## config.mk

```make
export PLATFORM = sky130hd
export DESIGN_NAME = uart_tx_buffered
export DESIGN_NICKNAME = d
export VERILOG_FILES = /design/src/rtl/uart_pkg.sv /design/src/rtl/sync_fifo.sv /design/src/rtl/uart_tx_buffered.sv
export SDC_FILE = /design/constraint.sdc
export NUM_CORES = 1
export LEC_CHECK = 0
export BUFFER_PORTS_ARGS = -buffer_cell sky130_fd_sc_hd__buf_4
export CELL_PAD_IN_SITES_DETAIL_PLACEMENT = 0
export CELL_PAD_IN_SITES_GLOBAL_PLACEMENT = 1
export CORE_ASPECT_RATIO = 1.1
export CORE_MARGIN = 10
export CORE_UTILIZATION = 48
export CTS_BUF_LIST = sky130_fd_sc_hd__clkbuf_2 sky130_fd_sc_hd__clkbuf_4 sky130_fd_sc_hd__clkbuf_8
export DETAILED_ROUTE_END_ITERATION = 6
export GPL_TIMING_DRIVEN = 0
export PLACE_DENSITY = 0.79
export SETUP_SLACK_MARGIN = 0.1
export SYNTH_ARGS = -nofsm -noshare
export SYNTH_HDL_FRONTEND = slang
export SYNTH_HIERARCHICAL = 1
export SYNTH_SLANG_ARGS = --single-unit
```

## constraint.sdc

```tcl
create_clock -name clk -period 3.1 [get_ports clk]
set_input_delay 0.62 -clock clk [delete_from_list [all_inputs] [get_ports clk]]
set_output_delay 0.62 -clock clk [all_outputs]
set_load 0.01 [all_outputs]
```

## src/rtl/uart_pkg.sv

```systemverilog
// Shared UART definitions: transmitter FSM states and 8N1 frame constants.
package uart_pkg;
  typedef enum logic [1:0] {IDLE, START, DATA, STOP} tx_state_e;

  localparam int   DATA_BITS = 8;
  localparam int   STOP_BITS = 1;
  localparam logic LINE_IDLE = 1'b1;
endpackage

```

## src/rtl/sync_fifo.sv

```systemverilog
// Single-clock FIFO with occupancy count; full/empty come from the count.
module sync_fifo #(
  parameter int WIDTH = 8,
  parameter int DEPTH = 8
) (
  input  logic                     clk,
  input  logic                     reset,
  input  logic                     push,
  input  logic [WIDTH-1:0]         wdata,
  input  logic                     pop,
  output logic [WIDTH-1:0]         rdata,
  output logic                     full,
  output logic                     empty,
  output logic [$clog2(DEPTH):0]   count
);
  localparam int AW = $clog2(DEPTH);
  localparam int CW = AW + 1;

  logic [WIDTH-1:0] mem_q [DEPTH];
  logic [AW-1:0]    wptr_q, rptr_q;
  logic [CW-1:0]    count_q, count_d;
  logic             do_push, do_pop;

  assign full    = (count_q == CW'(DEPTH));
  assign empty   = (count_q == '0);
  assign do_push = push & ~full;
  assign do_pop  = pop & ~empty;
  assign rdata   = mem_q[rptr_q];
  assign count   = count_q;

  always_comb begin
    count_d = count_q;
    case ({do_push, do_pop})
      2'b10:   count_d = count_q + 1'b1;
      2'b01:   count_d = count_q - 1'b1;
      default: count_d = count_q;
    endcase
  end

  // Pointers wrap naturally because DEPTH is a power of two.
  always_ff @(posedge clk) begin
    if (!reset) begin
      wptr_q  <= '0;
      rptr_q  <= '0;
      count_q <= '0;
    end else begin
      if (do_push) wptr_q <= wptr_q + 1'b1;
      if (do_pop)  rptr_q <= rptr_q + 1'b1;
      count_q <= count_d;
    end
  end

  always_ff @(posedge clk) begin
    if (do_push) mem_q[wptr_q] <= wdata;
  end
endmodule

```

## src/rtl/uart_tx_buffered.sv

```systemverilog
// Buffered 8N1 UART transmitter: FIFO in front of a start/data/stop serialiser.
module uart_tx_buffered
  import uart_pkg::*;
#(
  parameter int CLK_DIV    = 5208,
  parameter int FIFO_DEPTH = 8
) (
  input  logic                          clk,
  input  logic                          reset,
  input  logic [7:0]                    TX_DATA,
  input  logic                          TX_EN,
  output logic                          TX_READY,
  output logic                          TX_STATUS,
  output logic [$clog2(FIFO_DEPTH):0]   TX_COUNT,
  output logic                          OVERFLOW,
  output logic                          UART_TXD
);
  localparam int            TW       = $clog2(CLK_DIV);
  localparam int            BW       = $clog2(DATA_BITS);
  localparam logic [TW-1:0] BIT_LAST = TW'(CLK_DIV - 1);

  tx_state_e              state_q, state_d;
  logic [TW-1:0]          timer_q, timer_d;
  logic [BW-1:0]          bidx_q, bidx_d;
  logic [DATA_BITS-1:0]   shift_q, shift_d;
  logic                   txd_q, txd_d;
  logic                   ovf_q;
  logic                   pop, full, empty, expire;
  logic [DATA_BITS-1:0]   head;

  sync_fifo #(.WIDTH(DATA_BITS), .DEPTH(FIFO_DEPTH)) u_fifo (
    .clk   (clk),
    .reset (reset),
    .push  (TX_EN & reset),
    .wdata (TX_DATA),
    .pop   (pop),
    .rdata (head),
    .full  (full),
    .empty (empty),
    .count (TX_COUNT)
  );

  assign expire    = (timer_q == '0);
  assign TX_READY  = ~full;
  assign TX_STATUS = (state_q == IDLE) & empty;
  assign OVERFLOW  = ovf_q;
  assign UART_TXD  = txd_q;

  always_comb begin
    state_d = state_q;
    timer_d = timer_q;
    bidx_d  = bidx_q;
    shift_d = shift_q;
    pop     = 1'b0;
    case (state_q)
      IDLE: begin
        timer_d = '0;
        bidx_d  = '0;
        if (!empty) begin
          state_d = START;
          pop     = 1'b1;
          shift_d = head;
          timer_d = BIT_LAST;
        end
      end
      START: begin
        if (expire) begin
          state_d = DATA;
          timer_d = BIT_LAST;
        end else timer_d = timer_q - 1'b1;
      end
      DATA: begin
        if (expire) begin
          timer_d = BIT_LAST;
          shift_d = shift_q >> 1;
          if (bidx_q == BW'(DATA_BITS - 1)) begin
            state_d = STOP;
            bidx_d  = '0;
          end else bidx_d = bidx_q + 1'b1;
        end else timer_d = timer_q - 1'b1;
      end
      STOP: begin
        // Chaining straight into START keeps back-to-back frames gap-free.
        if (expire) begin
          if (!empty) begin
            state_d = START;
            pop     = 1'b1;
            shift_d = head;
            timer_d = BIT_LAST;
          end else begin
            state_d = IDLE;
            timer_d = '0;
          end
        end else timer_d = timer_q - 1'b1;
      end
      default: state_d = IDLE;
    endcase
  end

  // The line follows the state one cycle late, so each bit still lasts CLK_DIV cycles.
  always_comb begin
    txd_d = LINE_IDLE;
    case (state_q)
      START:   txd_d = 1'b0;
      DATA:    txd_d = shift_q[0];
      default: txd_d = LINE_IDLE;
    endcase
  end

  always_ff @(posedge clk) begin
    if (!reset) begin
      state_q <= IDLE;
      timer_q <= '0;
      bidx_q  <= '0;
      shift_q <= '0;
      txd_q   <= LINE_IDLE;
      ovf_q   <= 1'b0;
    end else begin
      state_q <= state_d;
      timer_q <= timer_d;
      bidx_q  <= bidx_d;
      shift_q <= shift_d;
      txd_q   <= txd_d;
      if (TX_EN && full) ovf_q <= 1'b1;
    end
  end
endmodule
```

### After elaboration in Yosys (flattened, before gate mapping)

Memories as Yosys holds them, arrays and structs flattened. A register that Yosys moved wholly into a read port is not among the register bits.
Index checks and enable logic that the tools add are counted.

* $add $sub $neg: 6
* eq/ne operators: 12
* multiplexer cells: 27
* bitwise logic cells: 6
* reduce and logical (&&, ||, !) cells: 11

Operator list (count)
* $mux 13: 3
* $pmux 13 s3: 1
* $mux 8: 3
* $pmux 8 s3: 1
* $logic_not 13->1: 1
* $sub 13x1->13 const B: 1
* $mux 3: 4
* $mux 2: 5
* $ne 2x2->1 const B: 5
* $add 3x1->3 const B: 3
* $pmux 2 s4: 1
* $pmux 4 s2: 1
* $eq 2x2->1 const B: 3
* $pmux 3 s2: 1
* $mux 1: 5
* $reduce_and 5->1: 1
* $add 4x1->4 const B: 1
* $and 1x1->1: 4
* $eq 2x1->1 const B: 2
* $eq 4x4->1 const B: 1
* $logic_not 4->1: 1
* $pmux 1 s2: 2
* $reduce_bool 2->1: 2
* $sub 4x1->4 const B: 1
* other kinds (8): 9

* bits in registers: 38
* bits in writable memories: 64
* input port bits: 11
* output and inout port bits: 8
* logic and storage cells: 72
* memories: 1

Memories
* u_fifo.mem_q: depth 8, bits a word 8, rd ports 1, clocked after memory_dff 1, wr ports 1, line sync_fifo.sv:19 `logic [WIDTH-1:0] mem_q [DEPTH];`

### Depth between registers and ports, before layout

Gate-level depths: netlist of the first run.

* depth in word-level cells: 7
* mapped depth: 13
* gate-level depth less buffers: 13

### Cells and area by module

Netlist of the first run, hierarchy kept.

By module, submodules not included
* sync_fifo: times used 1, cells each 167, area an instance 3101.7 um^2, sequential area each 2182.1 um^2
* uart_tx_buffered: times used 1, cells each 182, area an instance 1584.0 um^2, sequential area each 560.5 um^2

### Worst setup path before layout of the first run

OpenSTA, ideal clock, no wires.

* path kind: register -> register
* start: register timer_q[0]
* end: register u_fifo.count_q[2], in the netlist u_fifo/count[2]
* library setup time: 0.076 ns
* arrival: 3.082 ns
* required time: 3.024 ns
* path slack: -0.058 ns
* stages on the path, launching flop included: 14
* path buffers: 0
* period minus slack after synthesis: 3.158 ns
* cell sequence: dfxtp_1 inv_1 ha_1 or4b_4 or3_2 a21oi_1 o41a_1 ha_1 xor2_1 ha_1 a21oi_1 xor2_1 or3_1 a21boi_0

* longest elaborated chain between the ends: 6
* elaborated cells on any way between the ends: 8
* classes of those cells: eq/ne: 2; mux: 3; bitwise: 1; reduce/logical: 2

RTL lines
* start: declaration: line uart_tx_buffered.sv:23 `logic [TW-1:0] timer_q, timer_d;`
* start signal: assignment: line uart_tx_buffered.sv:120 `timer_q <= timer_d;`
* $logic_not 13->1 *: line uart_tx_buffered.sv:43 `assign expire = (timer_q == '0);`
* $mux 1 *: line uart_tx_buffered.sv:84 `if (expire) begin`
* $pmux 1 s2 *: line uart_tx_buffered.sv:55 `case (state_q)`
* named net pop: line uart_tx_buffered.sv:28 `logic pop, full, empty, expire;`
* $and 1x1->1 *: line sync_fifo.sv:27 `assign do_pop = pop & ~empty;`
* named net u_fifo.do_pop: line sync_fifo.sv:22 `logic do_push, do_pop;`
* $eq 2x1->1 or $eq 2x2->1 (tied branches): line sync_fifo.sv:33 `case ({do_push, do_pop})`
* $pmux 4 s2 or $reduce_bool 2->1 (tied branches)
* end signal: assignment: line sync_fifo.sv:49 `count_q <= count_d;`
* end: declaration: line sync_fifo.sv:21 `logic [CW-1:0] count_q, count_d;`

The timed path passes the listed nets; every way through them passes the cells marked *.
A chain may end at the register's enable or synchronous reset.

### Worst setup path after layout of the first run

Ends and elaborated chain as after synthesis.

==> results of run 1 <==
stage by stage:
step | util | setup slack, ps | instance area [µm²] | instances | setup TNS, ps
6_report | 0.5616 | 177.9 | 5304 | 507 | 0
5_1_grt | 0.5616 | 35.69 | 5304 | 507 | 0
4_1_cts | 0.5578 | 100.4 | 5268 | 504 | 0
3_5_place_dp | 0.5282 | -422.1 | 4989 | 484 | -885.1
3_3_place_gp | 0.5276 | -360.9 | 4982 | 484 | -2174
2_1_floorplan | - | 113.5 | 4701 | 349 | 0
cell usage after synthesis, types with 6 or more instances:
cell type / n / area share
ha_1: 14 / 0.037
nand3_1: 12 / 0.013
nor3_1: 7 / 0.0075
and2_1: 7 / 0.0093
edfxtp_1: 64 / 0.41
nand2_1: 27 / 0.022
nand2b_1: 7 / 0.0093
nor2_1: 15 / 0.012
mux4_2: 16 / 0.077
mux2i_1: 10 / 0.021
xnor2_1: 7 / 0.013
a21oi_1: 16 / 0.017
inv_1: 9 / 0.0072
o211ai_1: 6 / 0.0096
mux2_2: 15 / 0.036
o21ai_0: 8 / 0.0085
nor4_1: 6 / 0.0080
xor2_1: 7 / 0.013
dfxtp_1: 41 / 0.18
cells in the final DEF (no fill, tap or decap), drive strengths merged, types with 2 or more instances in the layout:
cell type	instances
nor4b	2
buf	33
clkinv	4
nor2b	4
dfxtp	41
nor2	15
nor3b	2
o21ai	9
xor2	7
nand2b	7
o211ai	6
mux2i	10
mux4	16
and2	7
or4	2
clkbuf	14
nor4	7
nand4	3
edfxtp	64
or3	6
or4b	2
nand3	12
a21boi	2
mux2	15
nor3	8
ha	14
a21oi	16
nand2	28
inv	12
xnor2	7
nand3b	2
power by group through the flow:
stage          Sequential (mW)  Clock [mW]  Combinational, mW
5_1_grt                   1.75       0.968               1.90
3_3_place_gp              1.75           0               1.56
4_1_cts                   1.73       0.905               1.67
2_1_floorplan             1.73           0               1.26
3_5_place_dp              1.75           0               1.58
6_report                  1.73       0.877               1.69
area by class of cell:
cell class / instances / area (µm²) / area share
sequential: 105 / 2746 / 0.5178
multi-input combinational: 221 / 1903 / 0.3588
timing repair buffer: 25 / 187.7 / 0.03539
tap: 117 / 146.4 / 0.02760
clock buffer: 9 / 123.9 / 0.02335
clock inverter: 7 / 87.58 / 0.01651
buffer: 13 / 71.32 / 0.01345
inverter: 10 / 37.54 / 0.007077
cell families (layout without fill, tap and decap cells):
logic type	after synthesis	count (layout)	synth area share
AOI/OAI and AO/OA	42	42	0.06008
xor gates and xnor gates	14	14	0.02617
adders and majority gates	14	14	0.03738
buffers and inverters	23	64	0.02323
DFF	105	105	0.5853
muxes	41	41	0.1343
and+or+nand+nor	110	110	0.1335
state kept, by name, summed over array words and instances (netlist names), named ones only:
| name | flops |
|---|---|
| u_fifo/mem_q | 64 |
| timer_q | 13 |
| shift_q | 8 |
| u_fifo/count | 4 |
| bidx_q | 3 |
| u_fifo/rptr_q | 3 |
| u_fifo/wptr_q | 3 |
| state_q | 2 |
| OVERFLOW | 1 |
| UART_TXD | 1 |
worst max-delay path, delay by kind of cell (launching register included):
kind	cells	cell delay, ps
compound gates	4	500
xor+xnor	2	310
fa+ha+maj	3	530
buf+inv	1	70
flops	1	340
simple gates	3	1110
worst max-delay path by stage:
stage / endpoint / depth (start not counted)
finish: u_fifo/count[2] / 13
detailed placement: u_fifo/count[2] / 13
global route: u_fifo/count[2] / 13
CTS: u_fifo/count[2] / 12
floorplan: u_fifo/count[2] / 13
global placement: u_fifo/count[2] / 13
what timing repair did:
item / in CTS / in global routing
pin swaps: 1 / 6
hold endpoints to repair: 0 / 0
gates resized for setup: 5 / 5
setup endpoints to repair: 3 / 2
setup buffers: 4 / 3
routing by layer:
metal / wire length, µm / global-route usage / up-vias
met1: 3752 / 0.1522 / 1394
li1: - / - / 1387
met4: 99 / 0.04389 / 0
met5: 0 / 0 / -
met2: 4356 / 0.2190 / 43
met3: 281 / 0.03175 / 7
==> flow_metrics.env, run 1 <==
export IMPL_crit_arrival_ps=3230
export IMPL_p_leak_nw=1.884
export IMPL_initial_core_util=0.4962
export IMPL_syn_cell_area_um2=4686
export IMPL_clock_path_buffers=2
export IMPL_hold_start="shift_q[0]"
export IMPL_grt_max_degree=20
export IMPL_syn_nets=374
export IMPL_p_per_area_nw_per_um2=811.0
export IMPL_gp_congestion=0.8116
export IMPL_drt_first_pass_iters=4
export IMPL_antenna_found_initial=0
export IMPL_avgSynthCellArea_um2=13.43
export IMPL_drt_iter0_drc=113
export IMPL_final_max_slew_viol_count=0
export IMPL_p_total_mw=4.301
export IMPL_fin_crit_ps=2922
export IMPL_hp_class="flip-flop to flip-flop"
export IMPL_swShare=0.3499
export IMPL_post_route_drc_count=0
export IMPL_rr_worst_depth=13
export IMPL_cp_cell_sequence="inv_2 > ha_4 > or4b_4 > or3_4 > a21oi_4 > o41a_1 > ha_2 > xor2_1 > ha_2 > a21oi_1 > xor2_1 > or3_1 > a21boi_1"
export IMPL_reg2reg_to="u_fifo/count[2]"
export IMPL_h_tree_depth=3
export IMPL_die_y_um=123.6
export IMPL_grt_usage=0.1271
export IMPL_ys_seq_area_frac=0.5853
export IMPL_grt_pass1_wl_um=14390
export IMPL_cp_max_fo=3
export IMPL_worstSkewPairLatency_ps=360
export IMPL_rsz0062_at_grt="yes"
export IMPL_ir_drop_mv=0.4104
export IMPL_crit_path_start_kind="flip-flop"
export IMPL_hold_viol=0
export IMPL_insertedDiodeCount=0
export IMPL_end_kind="flip-flop"
export IMPL_drv_cap=0
export IMPL_cts_clk_slew_worst_paths_ps=100
export IMPL_cts_tree="yes"
export IMPL_timing_fmax_mhz=342.2
export IMPL_worstSetupPathType="flip-flop to flip-flop"
export IMPL_wl_um=8491
export IMPL_num_io_pins=19
export IMPL_fill_cells=780
export IMPL_drive_above_1_share=0.2590
export IMPL_cpMaxStageDelayCell="or4b_4"
export IMPL_power_frac_seq=0.403
export IMPL_cts_root_buf="clkbuf_8"
export IMPL_core_area_um2=9444
export IMPL_status="finished, final reports clean"
export IMPL_power_share_combinational=0.393
export IMPL_ff2ff_setup_slack_ps=180
export IMPL_nets=410
export IMPL_gr_total_overflow=0
export IMPL_port_buffers=18
export IMPL_fin_crit_sh=0.9426
export IMPL_die_w_um=114.2
export IMPL_grt_pass1_vias=2915
export IMPL_hold_end="shift_q[0]"
export IMPL_switching_power_mw=1.505
export IMPL_synth_ff_type="edfxtp_1"
export IMPL_worst_hold_slack_ps=464.3
export IMPL_wire_per_inst_um=16.75
export IMPL_cts_sinks=105
export IMPL_synth_seq_cells=105
export IMPL_dieArea_um2=14120
export IMPL_p_int_mw=2.796
export IMPL_yosys_cell_types_count=52
export IMPL_syn_to_final_growth_pct=13.19
export IMPL_synth_edf_count=64
export IMPL_worst_pin_slew_ps=1297
export IMPL_skew_ps=5.967
export IMPL_dp_hpwl_um=5997
export IMPL_worstPathRequired_ps=3400
export IMPL_num_vias=2831
export IMPL_viasPerCell=5.584
export IMPL_clkPwrFrac=0.204
export IMPL_regToRegStartpoint="timer_q[0]"
export IMPL_min_path_cells=2
export IMPL_yosysWarningCount=6
export IMPL_async_reset_ff_frac=0
export IMPL_setup_viol=0
export IMPL_cts_inserted_buffers=9
export IMPL_final_antenna_net_count=0
export IMPL_hold_buffers=0
export IMPL_rows=37
export IMPL_critPathLaunch="timer_q[0]"
export IMPL_critPathMaxStageDelay_ps=460
export IMPL_synth_cells=349
export IMPL_slew_headroom=0.1290
Power figures use the tool's default switching activity.
==> run 2: changes to the inputs <==
RECOVER_POWER = 50   (was default)
SKIP_CTS_REPAIR_TIMING = 1   (was default)
==> run 2 against run 1 <==
Fmax decreased by 0.56%. Largest power group unchanged. Sequential share of layout area up 0.45 points. Worst hold slack is essentially flat. Non-clock buffer count grew 2. Cell count is 0.39% higher.
==> flow_metrics.env, run 2 (same netlist as run 1, synthesis figures left out) <==
export IMPL_status="finished, final reports clean"
export IMPL_switching_power_mw=1.474
export IMPL_grt_usage=0.1247
export IMPL_core_area_um2=9444
export IMPL_num_io_pins=19
export IMPL_worst_pin_slew_ps=1322
export IMPL_drive_above_1_share=0.2143
export IMPL_cp_cell_sequence="inv_2 > ha_4 > or4b_4 > or3_4 > a21oi_4 > o41a_1 > ha_4 > xor2_1 > ha_2 > a21oi_1 > xor2_1 > or3_1 > a21boi_1"
export IMPL_syn_to_final_growth_pct=12.07
export IMPL_swShare=0.3458
export IMPL_num_vias=2845
export IMPL_crit_path_start_kind="flip-flop"
export IMPL_antenna_found_initial=0
export IMPL_wire_per_inst_um=16.53
export IMPL_critPathMaxStageDelay_ps=470
export IMPL_slew_headroom=0.1117
export IMPL_p_int_mw=2.789
export IMPL_worstPathRequired_ps=3400
export IMPL_cts_clk_slew_worst_paths_ps=100
export IMPL_largest_register_ffs=64
export IMPL_initial_core_util=0.4962
export IMPL_rsz0062_at_grt="yes"
export IMPL_grt_pass1_wl_um=14100
export IMPL_gr_total_overflow=0
export IMPL_final_common_cell="edfxtp_1"
export IMPL_p_per_area_nw_per_um2=811.7
export IMPL_worst_slack_ps=161.5
export IMPL_reg_top3="u_fifo/mem_q x64, timer_q x13, shift_q x8"
export IMPL_dp_hpwl_um=5997
export IMPL_die_w_um=114.2
export IMPL_port_buffers=18
export IMPL_cts_tree="yes"
export IMPL_cts_sinks=105
export IMPL_cts_root_buf="clkbuf_8"
export IMPL_p_total_mw=4.262
export IMPL_grt_max_degree=20
export IMPL_rows=37
export IMPL_cpMaxStageDelayCell="or4b_4"
export IMPL_crit_arrival_ps=3240
export IMPL_cp_max_fo=4
export IMPL_post_route_drc_count=0
export IMPL_fin_crit_ps=2939
export IMPL_cts_inserted_buffers=9
export IMPL_setup_viol=0
export IMPL_timing_fmax_mhz=340.3
export IMPL_end_kind="flip-flop"
export IMPL_final_area_um2=5251
export IMPL_drt_iter0_drc=123
export IMPL_final_antenna_net_count=0
export IMPL_worstSkewPairLatency_ps=360
export IMPL_grt_pass1_vias=2846
export IMPL_die_y_um=123.6
export IMPL_clkPwrFrac=0.205
export IMPL_wl_um=8412
export IMPL_layout_common_cells="edfxtp_1, dfxtp_1, nand2_1"
export IMPL_finalSetupTns_ps=0
export IMPL_fin_crit_sh=0.9479
export IMPL_p_leak_nw=1.833
export IMPL_gp_congestion=0.8116
export IMPL_power_share_combinational=0.389
export IMPL_h_tree_depth=3
export IMPL_ff2ff_setup_slack_ps=160
export IMPL_clock_path_buffers=2
export IMPL_final_max_slew_viol_count=0
export IMPL_dieArea_um2=14120
export IMPL_worstSetupPathType="flip-flop to flip-flop"
export IMPL_top_register="u_fifo/mem_q"
export IMPL_ir_drop_mv=0.4027
export IMPL_power_frac_seq=0.406
export IMPL_nets=412
export IMPL_dpl_cell_area_um2=4989
export IMPL_viasPerCell=5.589
export IMPL_drt_first_pass_iters=4
export IMPL_hp_class="flip-flop to flip-flop"
export IMPL_worst_hold_slack_ps=464.2
export IMPL_hold_viol=0
export IMPL_drv_cap=0
export IMPL_dpl_worst_slack_ps=-422.1
export IMPL_skew_ps=7.453
export IMPL_insertedDiodeCount=0
-- run 2: changes by cell type in the layout (fill, tap and decap cells not counted), moves of 2 or more --
cell	delta
dfxtp_1	+3
clkbuf_1	+15
clkbuf_4	+2
buf_4	-14
dfxtp_2	-3
-- run 2: layout make-up --
cell class	instances	area, µm²
well taps	117	146.4
multi-input cells	221	1899
inverters	10	37.54
plain buffers	13	63.81
repair buffers	27	150.1
clock buffers	9	123.9
clock inverters	7	87.58
fillers	785	4193
flip-flops and latches	105	2743
-- run 2: path summary, 6_finish.rpt --
| check | start | endpoint | cells after the start |
|---|---|---|---|
| setup / recovery | timer_q[0] | u_fifo/count[2] | 13 |
| hold / removal | shift_q[0] | shift_q[0] | 2 |
| setup reg to reg | timer_q[0] | u_fifo/count[2] | 13 |
| hold reg to reg | shift_q[0] | shift_q[0] | 2 |
-- run 2: metrics by stage --
step,std cells,utilization
after global routing,509,0.5560
after floorplan,349,-
after global placement,484,0.5276
after detailed placement,484,0.5282
final,509,0.5560
after CTS,500,0.5506
-- run 2: routing by layer --
metal  global-route usage  vias to the layer above  wire length [µm]
met5                    0                        -                 0
met4              0.04310                        0                98
met3              0.03127                        7               248
met2               0.2108                       35              4323
met1               0.1525                     1416              3741
li1                     -                     1387                 -
-- run 2: power by group through the flow --
stage	registers, mW	clock network (mW)	logic (mW)
floorplan	1.73	0	1.26
global placement	1.75	0	1.56
detailed placement	1.75	0	1.58
CTS	1.72	0.905	1.60
global route	1.75	0.968	1.86
finish	1.73	0.874	1.66
-- run 2: worst max-delay path, delay by kind of cell, from the launching register on --
family	cells	cell delay [ps]
compound gates	4	550
flops	1	330
xor+xnor	2	300
simple gates	3	1120
fa+ha+maj	3	490
buf+inv	1	80
==> run 3: changes to the inputs <==
MAX_ROUTING_LAYER = met4   (was default)
==> run 3 against run 2 <==
Clock skew hardly changed. Sequential share of layout area unchanged. Via count grew 0.28%. Largest power group unchanged. Clock power about the same. Critical path type unchanged. Utilization is the same. Clock-buffer cell count unchanged. Die area unchanged.
==> flow_metrics.env, run 3 (same netlist as run 1, synthesis figures left out) <==
export IMPL_status="finished, final reports clean"
export IMPL_rr_worst_depth=13
export IMPL_grt_usage=0.1284
export IMPL_switching_power_mw=1.477
export IMPL_gr_total_overflow=0
export IMPL_reg_top3="u_fifo/mem_q x64, timer_q x13, shift_q x8"
export IMPL_final_common_cell="edfxtp_1"
export IMPL_grt_pass1_vias=2835
export IMPL_cp_max_fo=4
export IMPL_crit_path_start_kind="flip-flop"
export IMPL_largest_register_ffs=64
export IMPL_wire_per_inst_um=16.46
export IMPL_power_share_combinational=0.389
export IMPL_clock_path_buffers=2
export IMPL_core_area_um2=9444
export IMPL_fin_crit_ps=2938
export IMPL_post_route_drc_count=0
export IMPL_initial_core_util=0.4962
export IMPL_timing_fmax_mhz=340.4
export IMPL_drive_above_1_share=0.2143
export IMPL_drt_first_pass_iters=5
export IMPL_viasPerCell=5.605
export IMPL_gp_congestion=0.8235
export IMPL_cts_clk_slew_worst_paths_ps=100
export IMPL_wl_um=8380
export IMPL_power_frac_seq=0.406
export IMPL_die_w_um=114.2
export IMPL_worst_pin_slew_ps=1271
export IMPL_skew_ps=7.358
export IMPL_p_leak_nw=1.833
export IMPL_worst_hold_slack_ps=464.0
export IMPL_cts_sinks=105
export IMPL_h_tree_depth=3
export IMPL_top_register="u_fifo/mem_q"
export IMPL_seq_area_um2=2743
export IMPL_cts_inserted_buffers=9
export IMPL_syn_to_final_growth_pct=12.07
export IMPL_dp_hpwl_um=5997
export IMPL_end_kind="flip-flop"
export IMPL_ir_drop_mv=0.4008
export IMPL_antenna_found_initial=0
export IMPL_place_inst=484
export IMPL_num_vias=2853
export IMPL_rsz0062_at_grt="yes"
export IMPL_crit_arrival_ps=3240
export IMPL_p_per_area_nw_per_um2=812.2
export IMPL_p_total_mw=4.265
export IMPL_fill_cells=784
export IMPL_num_io_pins=19
export IMPL_worstSetupPathType="flip-flop to flip-flop"
export IMPL_swShare=0.3463
export IMPL_final_max_slew_viol_count=0
export IMPL_fin_crit_sh=0.9478
export IMPL_die_y_um=123.6
export IMPL_drv_cap=0
export IMPL_worstSkewPairLatency_ps=360
export IMPL_dieArea_um2=14120
export IMPL_nets=412
export IMPL_worstPathRequired_ps=3400
export IMPL_port_buffers=18
export IMPL_post_route_util=0.5560
export IMPL_insertedDiodeCount=0
export IMPL_clkPwrFrac=0.205
export IMPL_layout_common_cells="edfxtp_1, dfxtp_1, nand2_1"
export IMPL_multiInputGateArea_um2=1899
export IMPL_cts_root_buf="clkbuf_8"
export IMPL_drt_iter0_drc=119
export IMPL_grt_pass1_wl_um=14110
export IMPL_final_antenna_net_count=0
export IMPL_rows=37
export IMPL_grt_max_degree=20
export IMPL_hold_viol=0
export IMPL_setup_viol=0
export IMPL_p_int_mw=2.788
export IMPL_hp_class="flip-flop to flip-flop"
export IMPL_slew_headroom=0.1463
export IMPL_min_path_cells=2
export IMPL_finalNonFillerCells=509
export IMPL_cts_tree="yes"
==> run 3: final timing paths <==
path                endpoint  slack, ps       start
min reg2reg       shift_q[0]        460  shift_q[0]
max          u_fifo/count[2]        160  timer_q[0]
max reg2reg  u_fifo/count[2]        160  timer_q[0]
min               shift_q[0]        460  shift_q[0]
==> run 3: power groups by stage <==
stage / sequential (mW) / combinational [mW] / clock [mW]
CTS: 1.72 / 1.60 / 0.905
detailed placement: 1.75 / 1.58 / 0
floorplan: 1.73 / 1.26 / 0
global placement: 1.75 / 1.56 / 0
finish: 1.73 / 1.66 / 0.874
global route: 1.75 / 1.87 / 0.968
==> run 3: metal layers <==
metal,part of all wire,GRT usage
met5,0,-
met4,0.012,0.04310
met3,0.031,0.02886
met2,0.50,0.2108
met1,0.45,0.1540
==> run 3: layout make-up <==
type,count,share of cell area
sequential,105,0.5223
multi-input combinational,221,0.3617
clock inverter,7,0.01668
tap,117,0.02788
buffer,13,0.01215
clock buffer,9,0.02359
inverter,10,0.007148
timing repair buffer,27,0.02859
==> run 3: critical path, stage by stage, from the launching register on <==
cell	delay [ps]
dfxtp_1	330
inv_2	80
ha_4	130
or4b_4	470
or3_4	350
a21oi_4	150
o41a_1	230
ha_4	180
xor2_1	150
ha_2	180
a21oi_1	50
xor2_1	150
or3_1	300
a21boi_1	120
==> run 3: metrics by stage <==
step	instance area, µm²	TNS, ps	setup slack [ps]
6_report	5251	0	161.9
5_1_grt	5251	0	23.40
4_1_cts	5200	-820.1	-441.9
3_5_place_dp	4989	-885.1	-422.1
3_3_place_gp	4982	-2174	-360.9
2_1_floorplan	4701	0	113.5
